<file path="src/rtl/effect_expander_if.sv">
// Per-sample audio stream between the effects-chain sequencer and the expander stage.
// The master drives the sample strobe, controls and data; the slave returns the processed sample.
interface effect_expander_if;
    logic               i_valid;
    logic               i_enable;
    logic [2:0]         i_level;
    logic signed [15:0] i_data;
    logic signed [15:0] o_data;
    logic               o_valid;

    modport master (
        output i_valid, i_enable, i_level, i_data,
        input  o_data, o_valid
    );

    modport slave (
        input  i_valid, i_enable, i_level, i_data,
        output o_data, o_valid
    );
endinterface

</file>
<file path="src/rtl/effect_expander.sv">
// Downward expander / noise gate: envelope follower plus an attack/hold/release gain
// state machine that advances once per valid audio sample, with one cycle of latency.
module effect_expander #(
    parameter int ATTACK_SHIFT  = 4,
    parameter int RELEASE_SHIFT = 10,
    parameter int HOLD_SAMPLES  = 2400,
    parameter int ENV_SHIFT     = 7
) (
    input  logic             i_clk,
    input  logic             i_rst_n,
    effect_expander_if.slave bus
);

    typedef enum logic [2:0] {
        ST_OPEN,
        ST_HOLD,
        ST_RELEASE,
        ST_CLOSED,
        ST_ATTACK
    } state_t;

    localparam int HC_W = ($clog2(HOLD_SAMPLES + 1) > 12) ? $clog2(HOLD_SAMPLES + 1) : 12;
    localparam logic [HC_W-1:0] HOLD_CNT = HC_W'(HOLD_SAMPLES);
    localparam logic [15:0] UNITY = 16'hFFFF;

    state_t          state;
    logic [15:0]     env;
    logic [15:0]     gain;
    logic [HC_W-1:0] hc;

    logic [15:0] thr_open;
    logic [15:0] thr_close;
    logic [15:0] floor_gain;

    // NOTE: every variable gets a default at the top of always_comb so no path can infer a latch.
    always_comb begin
        thr_open   = 16'd200;
        floor_gain = 16'hC000;
        case (bus.i_level)
            3'd0: begin thr_open = 16'd200;  floor_gain = 16'hC000; end
            3'd1: begin thr_open = 16'd400;  floor_gain = 16'hA000; end
            3'd2: begin thr_open = 16'd600;  floor_gain = 16'h8000; end
            3'd3: begin thr_open = 16'd900;  floor_gain = 16'h6000; end
            3'd4: begin thr_open = 16'd1200; floor_gain = 16'h4000; end
            3'd5: begin thr_open = 16'd1600; floor_gain = 16'h2000; end
            3'd6: begin thr_open = 16'd2400; floor_gain = 16'h1000; end
            3'd7: begin thr_open = 16'd3200; floor_gain = 16'h0000; end
            default: ;
        endcase
        thr_close = thr_open - (thr_open >> 2);
    end

    // Envelope follower; -32768 saturates so the magnitude always fits 15 bits.
    logic [15:0]        abs_in;
    logic signed [16:0] env_diff;
    logic signed [16:0] env_step;
    logic signed [16:0] env_sum;
    logic [15:0]        env_next;

    always_comb begin
        if (bus.i_data == 16'sh8000) begin
            abs_in = 16'h7FFF;
        end else if (bus.i_data[15]) begin
            abs_in = 16'(-bus.i_data);
        end else begin
            abs_in = bus.i_data;
        end
        env_diff = signed'({1'b0, abs_in}) - signed'({1'b0, env});
        env_step = env_diff >>> ENV_SHIFT;
        env_sum  = signed'({1'b0, env}) + env_step;
        env_next = env_sum[15:0];
    end

    // Candidate gains for a rising (attack) and a floor-seeking (release) step.
    logic [15:0] gain_gap;
    logic [15:0] att_step;
    logic [16:0] att_sum;
    logic [15:0] gain_att;
    logic [15:0] rel_gap;
    logic [15:0] rel_step;
    logic [15:0] gain_rel;

    always_comb begin
        gain_gap = UNITY - gain;
        att_step = gain_gap >> ATTACK_SHIFT;
        if (att_step == 16'd0) att_step = 16'd1;
        att_sum  = {1'b0, gain} + {1'b0, att_step};
        gain_att = att_sum[16] ? UNITY : att_sum[15:0];

        rel_gap  = (gain > floor_gain) ? (gain - floor_gain) : (floor_gain - gain);
        rel_step = rel_gap >> RELEASE_SHIFT;
        if (rel_step == 16'd0) rel_step = 16'd1;
        if (gain == floor_gain) begin
            gain_rel = gain;
        end else if (gain > floor_gain) begin
            gain_rel = gain - rel_step;
        end else begin
            gain_rel = gain + rel_step;
        end
    end

    logic signed [32:0] data_ext;
    logic signed [32:0] gain_ext;
    logic signed [32:0] product;
    logic signed [15:0] out_sample;
    logic               unused_bits;

    always_comb begin
        data_ext = {{17{bus.i_data[15]}}, bus.i_data};
        gain_ext = {17'd0, gain};
        product  = data_ext * gain_ext;
        if (!bus.i_enable || gain == UNITY) begin
            out_sample = bus.i_data;
        end else begin
            out_sample = product[31:16];
        end
    end

    assign unused_bits = ^{product[32], product[15:0], env_sum[16]};

    // NOTE: registers use non-blocking assignments so every branch sees the pre-edge values.
    always_ff @(posedge i_clk) begin
        if (!i_rst_n) begin
            state       <= ST_OPEN;
            env         <= 16'd0;
            gain        <= UNITY;
            hc          <= '0;
            bus.o_data  <= 16'sd0;
            bus.o_valid <= 1'b0;
        end else begin
            bus.o_valid <= bus.i_valid;
            if (bus.i_valid) begin
                bus.o_data <= out_sample;
                env        <= env_next;
                if (!bus.i_enable) begin
                    state <= ST_OPEN;
                    gain  <= UNITY;
                    hc    <= '0;
                end else begin
                    case (state)
                        ST_OPEN: begin
                            gain <= UNITY;
                            if (env < thr_close) begin
                                state <= ST_HOLD;
                                hc    <= HOLD_CNT;
                            end
                        end
                        ST_ATTACK: begin
                            gain <= gain_att;
                            if (env < thr_close) begin
                                state <= ST_HOLD;
                                hc    <= HOLD_CNT;
                            end else if (gain_att == UNITY) begin
                                state <= ST_OPEN;
                            end
                        end
                        ST_HOLD: begin
                            if (env >= thr_open) begin
                                gain  <= gain_att;
                                state <= ST_ATTACK;
                            end else begin
                                hc <= hc - HC_W'(1);
                                if (hc == HC_W'(1)) state <= ST_RELEASE;
                            end
                        end
                        ST_RELEASE: begin
                            if (env >= thr_open) begin
                                gain  <= gain_att;
                                state <= ST_ATTACK;
                            end else begin
                                gain <= gain_rel;
                                if (gain_rel == floor_gain) state <= ST_CLOSED;
                            end
                        end
                        ST_CLOSED: begin
                            if (env >= thr_open) begin
                                gain  <= gain_att;
                                state <= ST_ATTACK;
                            end else if (gain != floor_gain) begin
                                state <= ST_RELEASE;
                            end
                        end
                        default: state <= ST_OPEN;
                    endcase
                end
            end
        end
    end

endmodule

</file>
<file path="src/flat_wrapper.sv">
// flat-port wrapper written by rule: the top's interface ports become plain ports
module effect_expander_flat 
#(
    parameter int ATTACK_SHIFT  = 4,
    parameter int RELEASE_SHIFT = 10,
    parameter int HOLD_SAMPLES  = 2400,
    parameter int ENV_SHIFT     = 7
)
  (i_clk, i_rst_n, bus_i_valid, bus_i_enable, bus_i_level, bus_i_data, bus_o_data, bus_o_valid);
  effect_expander_if bus_i ();
  input  logic i_clk;
  input  logic i_rst_n;
  input wire logic [$bits(bus_i.i_valid)-1:0] bus_i_valid;
  input wire logic [$bits(bus_i.i_enable)-1:0] bus_i_enable;
  input wire logic [$bits(bus_i.i_level)-1:0] bus_i_level;
  input wire logic [$bits(bus_i.i_data)-1:0] bus_i_data;
  output wire logic [$bits(bus_i.o_data)-1:0] bus_o_data;
  output wire logic [$bits(bus_i.o_valid)-1:0] bus_o_valid;
  assign bus_i.i_valid = bus_i_valid;
  assign bus_i.i_enable = bus_i_enable;
  assign bus_i.i_level = bus_i_level;
  assign bus_i.i_data = bus_i_data;
  assign bus_o_data = bus_i.o_data;
  assign bus_o_valid = bus_i.o_valid;
  effect_expander #(.ATTACK_SHIFT(ATTACK_SHIFT), .RELEASE_SHIFT(RELEASE_SHIFT), .HOLD_SAMPLES(HOLD_SAMPLES), .ENV_SHIFT(ENV_SHIFT)) u_core (.i_clk(i_clk), .i_rst_n(i_rst_n), .bus(bus_i));
endmodule
</file>
<file path="config.mk">
export PLATFORM = sky130hd
export DESIGN_NAME = effect_expander_flat
export DESIGN_NICKNAME = d
export VERILOG_FILES = /design/src/rtl/effect_expander_if.sv /design/src/rtl/effect_expander.sv /design/src/flat_wrapper.sv
export SDC_FILE = /design/constraint.sdc
export NUM_CORES = 1
export LEC_CHECK = 0
export BUFFER_PORTS_ARGS = -buffer_cell sky130_fd_sc_hd__buf_2
export CORE_MARGIN = 5
export CORE_UTILIZATION = 44
export DETAILED_ROUTE_END_ITERATION = 8
export PLACE_DENSITY = 0.64
export REMOVE_ABC_BUFFERS = 1
export SLEW_MARGIN = 10
export SYNTH_ARGS = -nofsm -noshare
export SYNTH_HDL_FRONTEND = slang
export SYNTH_SLANG_ARGS = --single-unit
</file>
<file path="constraint.sdc">
create_clock -name i_clk -period 15.3 [get_ports i_clk]
set_input_delay 2.295 -clock i_clk [delete_from_list [all_inputs] [get_ports i_clk]]
set_output_delay 2.295 -clock i_clk [all_outputs]
set_load 0.005 [all_outputs]
</file>
==> summary.md, run 1 <==
| Metric | Value |
|---|---|
| Post-synthesis sequential area ratio | 8.05% |
| Capturing element type of the critical path | flop |
| Antenna violations before repair | 0 |
| DRT Pass-1 Iters | 6 |
| Largest net degree at the start of global routing | 48 |
| GRT Residual Overflow | 0 |
| Most frequent cells in the layout | inv_1 (302), nand2_1 (240), ha_1 (217) |
| Area of the die | 40100 sq um |
| Yosys warns | 0 |
| Clock Skews | 14.2 ps |
| Vias in the first global route | 14000 |
| Distinct cells, synth | 84 |
| CP startpoint kind | primary input |
| Area grow syn2layout | 5.15% |
| Fill cells | 3506 |
| NumNets Final | 2387 |
| Worst-skew pair later-pin latency | 360 ps |
| Core region area | 35700 sq um |
| Final wirelength | 43200 um |
| First-pass GRT wire length | 71800 um |
| Crit share post-route | 60.2% |
| Cell mode on critical path | inv_1 |
| Max Cap Viol | 0 |
| Drt initial violations | 845 |
| Cells after Synth | 1981 |
| Worst path slowest cell | or4b_1 |
| Num CTS Buffers | 9 |
| CTS Hold Bufs | 0 |
| Delay of the slowest cell on the worst path | 600 ps |
| Via count | 13600 |
| Fin. Hold Viols | 0 |
| Total GRT Usage | 21.5% |
| ANT cells | 0 |
| Proportion of layout cells with a drive suffix above 1 | 4.81% |
| Slew margin rel. | 20.7% |
| HPWL Detailed | 33800 um |
| Status | complete, no violations |
| Routed length per instance | 17.9 um |
| Critical Path AT | 9480 ps |
| CTS resizes | 0 |
| Chip Height | 200 um |
| DRC viols | 0 |
| Num rows | 69 |
| Clock Tree Root | clkbuf_16 |
| Synth Area per Inst | 8.04 sq um |
| Clk buf depth | 2 |
| Top_reg_cell synth | dfxtp_1 |
| TritonCTS clock tree | built |
| Hold Path Class | reg -> reg |
| Avg Vias per Cell | 5.63 |
| Worst-Margin Slew | 1180 ps |
| Share of synthesized flip-flops with an asynchronous set or reset | 0% |
| CP required | 15570 ps |
| F_max | 109 MHz |
| Setup TNS | 0 ps |
| Final critical-path required period | 9210 ps |
| Unrepaired setup endpoints after global routing | false |
| Port buffer count | 39 |
| Setup CP Type | in -> reg |
| Crit-path max FO | 13 |
| Final setup viols | 0 |
| Post-synth EDFFs | 0 |
| Post-CTS setup buffers | 0 |
| FF+latch count, synth | 64 |
| Post-Syn Area | 15900 sq um |
| Most common cell after layout, fill and taps aside | inv_1 |
| I/O pin count | 40 |
| H-tree Lvls | 3 |
| GPL Wtd Cong | 0.912 |
| Initial core utilization | 44.7% |
| Die W | 200 um |
| Clock sink total | 64 |
| Detail Route Antenna Nets | 0 |
| Final count of pins violating max slew | 0 |
| Clk slew on worst S/H paths | 70 ps |
[sequential cells by signal (all words and copies together) (netlist names)]
register	cells
u_core.env	16
u_core.state	3
u_core.bus.o_data	16
u_core.bus.o_valid	1
u_core.gain	16
u_core.hc	12
[cell families (layout without fill, tap and decap cells)]
family | after synthesis | after routing | synth area share [%]
flip-flops | 64 | 64 | 8.05
AO/OA/AOI/OAI | 363 | 363 | 15.5
AND/OR/NAND/NOR | 623 | 623 | 18.6
multiplexers | 22 | 22 | 1.38
buffers and inverters | 404 | 377 | 9.59
adder cells (fa/ha/maj) | 414 | 414 | 41.8
XOR/XNOR | 91 | 91 | 5.09
[layout make-up]
| type | count | area [sq um] | area share, % |
|---|---|---|---|
| Multi-Input combinational cell | 1513 | 13100 | 78.4 |
| Sequential cell | 64 | 1280 | 7.65 |
| Inverter | 305 | 1140 | 6.84 |
| Tap cell | 461 | 577 | 3.44 |
| Timing Repair Buffer | 57 | 330 | 1.97 |
| Clock buffer | 10 | 229 | 1.37 |
| Clock inverter | 5 | 58.8 | 0.351 |
[worst paths after layout]
kind	start	to	slack (ps)	cells past startpoint
setup / recovery	bus_i_level[0]	u_core.state[1]	6090	31
hold reg to reg	u_core.bus.o_data[4]	u_core.bus.o_data[4]	480	1
hold / removal	u_core.bus.o_data[4]	u_core.bus.o_data[4]	480	1
setup reg to reg	u_core.gain[1]	u_core.bus.o_data[15]	7980	22
[Yosys cell counts (4+ instances only)]
| master | instances | area share (%) |
|---|---|---|
| xnor2_1 | 55 | 3.0 |
| xor2_1 | 35 | 1.9 |
| nor3_1 | 34 | 1.1 |
| dfxtp_1 | 64 | 8.0 |
| nor3b_1 | 5 | 0.24 |
| nand4_1 | 19 | 0.75 |
| a21oi_1 | 91 | 2.9 |
| nand2b_1 | 19 | 0.75 |
| mux2i_1 | 22 | 1.4 |
| a221o_1 | 4 | 0.25 |
| o21ai_0 | 58 | 1.8 |
| nand2_1 | 240 | 5.7 |
| inv_1 | 302 | 7.1 |
| or3_1 | 16 | 0.63 |
| a2111oi_0 | 6 | 0.33 |
| o211ai_1 | 17 | 0.80 |
| or4_1 | 5 | 0.24 |
| clkbuf_1 | 84 | 2.0 |
| nor4_1 | 13 | 0.51 |
| fa_1 | 197 | 25 |
| ha_1 | 217 | 17 |
| and3_1 | 10 | 0.39 |
| o31a_1 | 5 | 0.27 |
| o21ai_1 | 16 | 0.50 |
| buf_1 | 11 | 0.26 |
| a211oi_1 | 18 | 0.85 |
| nand3b_1 | 5 | 0.24 |
| nor2b_1 | 8 | 0.31 |
| a221oi_1 | 8 | 0.44 |
| o2111ai_1 | 5 | 0.27 |
| and2_1 | 81 | 3.2 |
| o31ai_1 | 14 | 0.66 |
| a21o_1 | 31 | 1.5 |
| nand3_1 | 15 | 0.47 |
| o21a_1 | 20 | 0.94 |
| o21bai_1 | 4 | 0.19 |
| a31oi_1 | 16 | 0.63 |
| nor2_1 | 137 | 3.2 |
| o211a_1 | 4 | 0.25 |
| a211o_1 | 4 | 0.22 |
[metal layers]
metal	share of wire (%)	track usage, %	up-vias
met5	0	0	-
met4	2.5	6.42	0
met3	4.8	2.96	72
met2	48	36.6	334
met1	45	28.8	6699
li1	-	-	6500
[metrics by stage]
stage	utilization, %	instance area, sq um	worst slack [ps]	hold WS (ps)	cells
after floorplan	-	15500	7100	459	1882
after global placement	46.2	16500	6010	455	2400
after detailed placement	46.2	16500	5820	471	2400
after CTS	47.0	16700	6170	487	2415
after global routing	47.0	16700	5570	521	2415
final	47.0	16700	6090	485	2415
[worst max-delay path, delay by kind of cell]
| kind | cells | cell delay (ps) |
|---|---|---|
| compound gates | 5 | 990 |
| mux | 1 | 270 |
| fa+ha+maj | 4 | 1330 |
| xor+xnor | 2 | 460 |
| buf+inv | 5 | 650 |
| simple gates | 14 | 3490 |
Power of run 1 is not shown: default switching activity piles up to over one toggle a cycle in this logic, so the estimate is an artifact.
==> inputs of run 2 (changes only) <==
Settings changed: PLACE_DENSITY 0.64 to 0.66.
Clock period 15.3 ns to 8.22 ns, I/O delays scaled along.
==> summary.md, run 2 (synthesized netlist as in run 1, its figures left out) <==
| Metric | Value |
|---|---|
| Clock Skews | 21.8 ps |
| Final setup viols | 0 |
| Num rows | 69 |
| Final count of pins violating max slew | 0 |
| Setup TNS | 0 ps |
| Slew margin rel. | 37.1% |
| GPL Wtd Cong | 0.919 |
| Max Cap Viol | 0 |
| Initial core utilization | 44.7% |
| Worst r2r src | u_core.gain[7] |
| Most frequent cells in the layout | inv_1 (302), nand2_1 (240), ha_1 (217) |
| Area of the die | 40100 sq um |
| Port buffer count | 39 |
| Crit-path max FO | 12 |
| HPWL Detailed | 34300 um |
| Detail Route Antenna Nets | 0 |
| ANT cells | 0 |
| Top Registers | u_core.bus.o_data: 16 flops, u_core.env: 16 flops, u_core.gain: 16 flops |
| Unrepaired setup endpoints after global routing | false |
| NumNets Final | 2398 |
| Vias in the first global route | 14000 |
| F_max | 131 MHz |
| Hold path start | u_core.bus.o_data[14] |
| Most common cell after layout, fill and taps aside | inv_1 |
| H-tree Lvls | 3 |
| Worst path slowest cell | or4b_1 |
| Proportion of layout cells with a drive suffix above 1 | 5.45% |
| Avg Vias per Cell | 5.70 |
| Die W | 200 um |
| Fin. Hold Viols | 0 |
| I/O pin count | 40 |
| First-pass GRT wire length | 71900 um |
| Num CTS Buffers | 9 |
| Final wirelength | 43000 um |
| GRT Residual Overflow | 0 |
| Capturing element type of the critical path | flop |
| Clock Tree Root | clkbuf_16 |
| Worst-skew pair later-pin latency | 370 ps |
| Routed length per instance | 17.7 um |
| Largest net degree at the start of global routing | 48 |
| Via count | 13800 |
| DRT Pass-1 Iters | 6 |
| DRC viols | 0 |
| Final critical-path required period | 7630 ps |
| Delay of the slowest cell on the worst path | 550 ps |
| Drt initial violations | 1117 |
| Antenna violations before repair | 0 |
| Setup CP Type | in -> reg |
| Worst-Margin Slew | 942 ps |
| Chip Height | 200 um |
| CP startpoint kind | primary input |
| Crit share post-route | 92.9% |
| TritonCTS clock tree | built |
| Worst slack, placed | 223 ps |
| Status | complete, no violations |
| Worst Setup SP | bus_i_level[0] |
| Clock sink total | 64 |
| CP required | 8490 ps |
| Total GRT Usage | 21.5% |
| CTS Hold Bufs | 0 |
| Clk buf depth | 2 |
| Area grow syn2layout | 5.81% |
| Cell mode on critical path | ha_1 |
| Clk slew on worst S/H paths | 60 ps |
| Core region area | 35700 sq um |
| Critical Path AT | 7910 ps |
| Final setup margin | 586 ps |
| Hold Path Class | reg -> reg |
[run 2: changes by cell type in the layout (fill, tap and decap cells not counted), sizes merged]
cell    change
buf        +11
clkbuf      +1
clkinv      -1
[run 2: critical path: cells and delay by family]
| family | cells | cell delay, ps |
|---|---|---|
| simple gates | 9 | 2090 |
| compound gates | 9 | 2140 |
| xor+xnor | 3 | 570 |
| fa+ha+maj | 4 | 1190 |
| buf+inv | 5 | 670 |
[run 2: what timing repair did]
action / CTS / global route
gates resized for setup: 0 / 1
setup buffers: 0 / 0
hold endpoints to repair: 0 / 0
endpoints found under the setup margin: 0 / 2
[run 2: area by class of cell]
type,instances,area [sq um]
Fill cell,3507,18800
Multi-Input combinational cell,1513,13100
Sequential cell,64,1280
Inverter,305,1140
Tap cell,461,577
Timing Repair Buffer,68,413
Clock buffer,11,253
Clock inverter,4,53.8
[run 2: stage by stage]
stage / util [%] / cells / hold slack, ps / instance area (sq um)
2_1_floorplan: - / 1882 / 459 / 15500
3_3_place_gp: 46.4 / 2411 / 455 / 16500
3_5_place_dp: 46.4 / 2411 / 469 / 16500
4_1_cts: 47.2 / 2426 / 485 / 16800
5_1_grt: 47.3 / 2426 / 513 / 16800
6_report: 47.3 / 2426 / 482 / 16800
[run 2: worst paths after layout]
kind,cells past startpoint,endpoint,slack (ps)
worst max-delay path,30,u_core.state[1],590
worst min-delay path,1,u_core.bus.o_data[14],480
worst max register to register,23,u_core.bus.o_data[15],1310
worst min register to register,1,u_core.bus.o_data[14],480
[run 2: layer usage]
| metal | part of all wire, % | global-route usage [%] | wire (um) |
|---|---|---|---|
| met2 | 47 | 36.4 | 20300 |
| met5 | 0 | 0 | 0 |
| met4 | 2.3 | 5.78 | 969 |
| met1 | 44 | 29.3 | 18900 |
| met3 | 6.5 | 2.72 | 2790 |
Power of run 2 is left out for the same reason.
==> inputs of run 3 (changes only) <==
Settings changed: PLACE_DENSITY 0.66 to unset.
==> summary.md, run 3 (synthesized netlist as in run 1, its figures left out) <==
| Metric | Value |
|---|---|
| Largest net degree at the start of global routing | 47 |
| I/O pin count | 40 |
| First-pass GRT wire length | 71400 um |
| Slew margin rel. | 37.5% |
| Area of the die | 40100 sq um |
| Setup CP Type | in -> reg |
| Unrepaired setup endpoints after global routing | false |
| Setup TNS | 0 ps |
| CTS resizes | 0 |
| Vias in the first global route | 13700 |
| Area grow syn2layout | 5.92% |
| Detail Route Antenna Nets | 0 |
| Worst path slowest cell | or4b_1 |
| Proportion of layout cells with a drive suffix above 1 | 5.73% |
| TritonCTS clock tree | built |
| Worst-skew pair later-pin latency | 360 ps |
| Clock Tree Root | clkbuf_16 |
| Initial core utilization | 44.7% |
| Capturing element type of the critical path | flop |
| DRT Pass-1 Iters | 5 |
| Avg Vias per Cell | 5.60 |
| Final wirelength | 43500 um |
| GRT Residual Overflow | 0 |
| Num rows | 69 |
| Max Cap Viol | 0 |
| Clock sink total | 64 |
| Num CTS Buffers | 9 |
| Crit share post-route | 91.6% |
| Routed length per instance | 17.9 um |
| Port buffer count | 39 |
| Top Registers | u_core.bus.o_data: 16 flops, u_core.env: 16 flops, u_core.gain: 16 flops |
| DRC viols | 0 |
| CP required | 8500 ps |
| NumNets Final | 2404 |
| GPL Wtd Cong | 0.922 |
| Clk slew on worst S/H paths | 60 ps |
| Most common cell after layout, fill and taps aside | inv_1 |
| CTS Hold Bufs | 0 |
| Total GRT Usage | 21.6% |
| Final setup viols | 0 |
| Clk buf depth | 2 |
| Most frequent cells in the layout | inv_1 (302), nand2_1 (240), ha_1 (217) |
| ANT cells | 0 |
| Drt initial violations | 883 |
| F_max | 133 MHz |
| Fin. Hold Viols | 0 |
| Chip Height | 200 um |
| Die W | 200 um |
| Final critical-path required period | 7530 ps |
| Status | complete, no violations |
| CP startpoint kind | primary input |
| HPWL Detailed | 34900 um |
| Crit-path max FO | 11 |
| Core region area | 35700 sq um |
| Antenna violations before repair | 0 |
| Post-CTS setup buffers | 0 |
| Cell mode on critical path | inv_1 |
| Final count of pins violating max slew | 0 |
| Delay of the slowest cell on the worst path | 540 ps |
| Worst-Margin Slew | 935 ps |
| H-tree Lvls | 3 |
| Hold Path Class | reg -> reg |
| Clock Skews | 12.3 ps |
| Via count | 13600 |
| Critical Path AT | 7810 ps |
run 3: changes by cell type in the layout (fill, tap and decap cells not counted), sizes merged:
cell,previous run,this run
clkinv,3,6
buf,68,74
inv,303,304
clkbuf,11,10
bufinv,1,0
clkinvlp,2,1
run 3: critical path: cells and delay by family:
kind	cells	cell delay (ps)
and+or+nand+nor	14	2900
adders and majority gates	4	1330
AOI/OAI and AO/OA	5	950
buffers and inverters	5	670
xor gates and xnor gates	2	490
muxes	1	240
run 3: routing by layer:
layer  track usage [%]  part of all wire, %  up-vias
met3              3.32                  6.0       63
met5                 0                    0        -
met4              5.51                  2.3        0
met2              36.8                   47      374
li1                  -                    -     6530
met1              29.1                   44     6661
run 3: metrics by stage:
stage	area [sq um]	std cells	worst slack (ps)	hold WS, ps	utilization [%]
floorplan	15500	1882	1080	459	-
global placement	16600	2417	531	457	46.5
detailed placement	16600	2417	330	479	46.5
CTS	16900	2433	711	493	47.3
global route	16900	2433	131	532	47.3
finish	16900	2433	689	492	47.3
run 3: layout make-up:
| cell class | count | area [sq um] |
|---|---|---|
| clock buffer | 10 | 239 |
| clock inverter | 6 | 43.8 |
| fill | 3522 | 18800 |
| inverter | 305 | 1140 |
| multi-input combinational | 1513 | 13100 |
| sequential | 64 | 1280 |
| tap | 461 | 577 |
| timing repair buffer | 74 | 458 |
run 3: worst paths after layout:
check | startpoint | endpoint | slack [ps] | cells past startpoint
max reg2reg | u_core.gain[7] | u_core.bus.o_data[15] | 1100 | 23
min | u_core.bus.o_data[15] | u_core.bus.o_data[15] | 490 | 2
max | bus_i_level[0] | u_core.state[1] | 690 | 31
min reg2reg | u_core.bus.o_data[15] | u_core.bus.o_data[15] | 490 | 2
Power of run 3 is left out for the same reason.
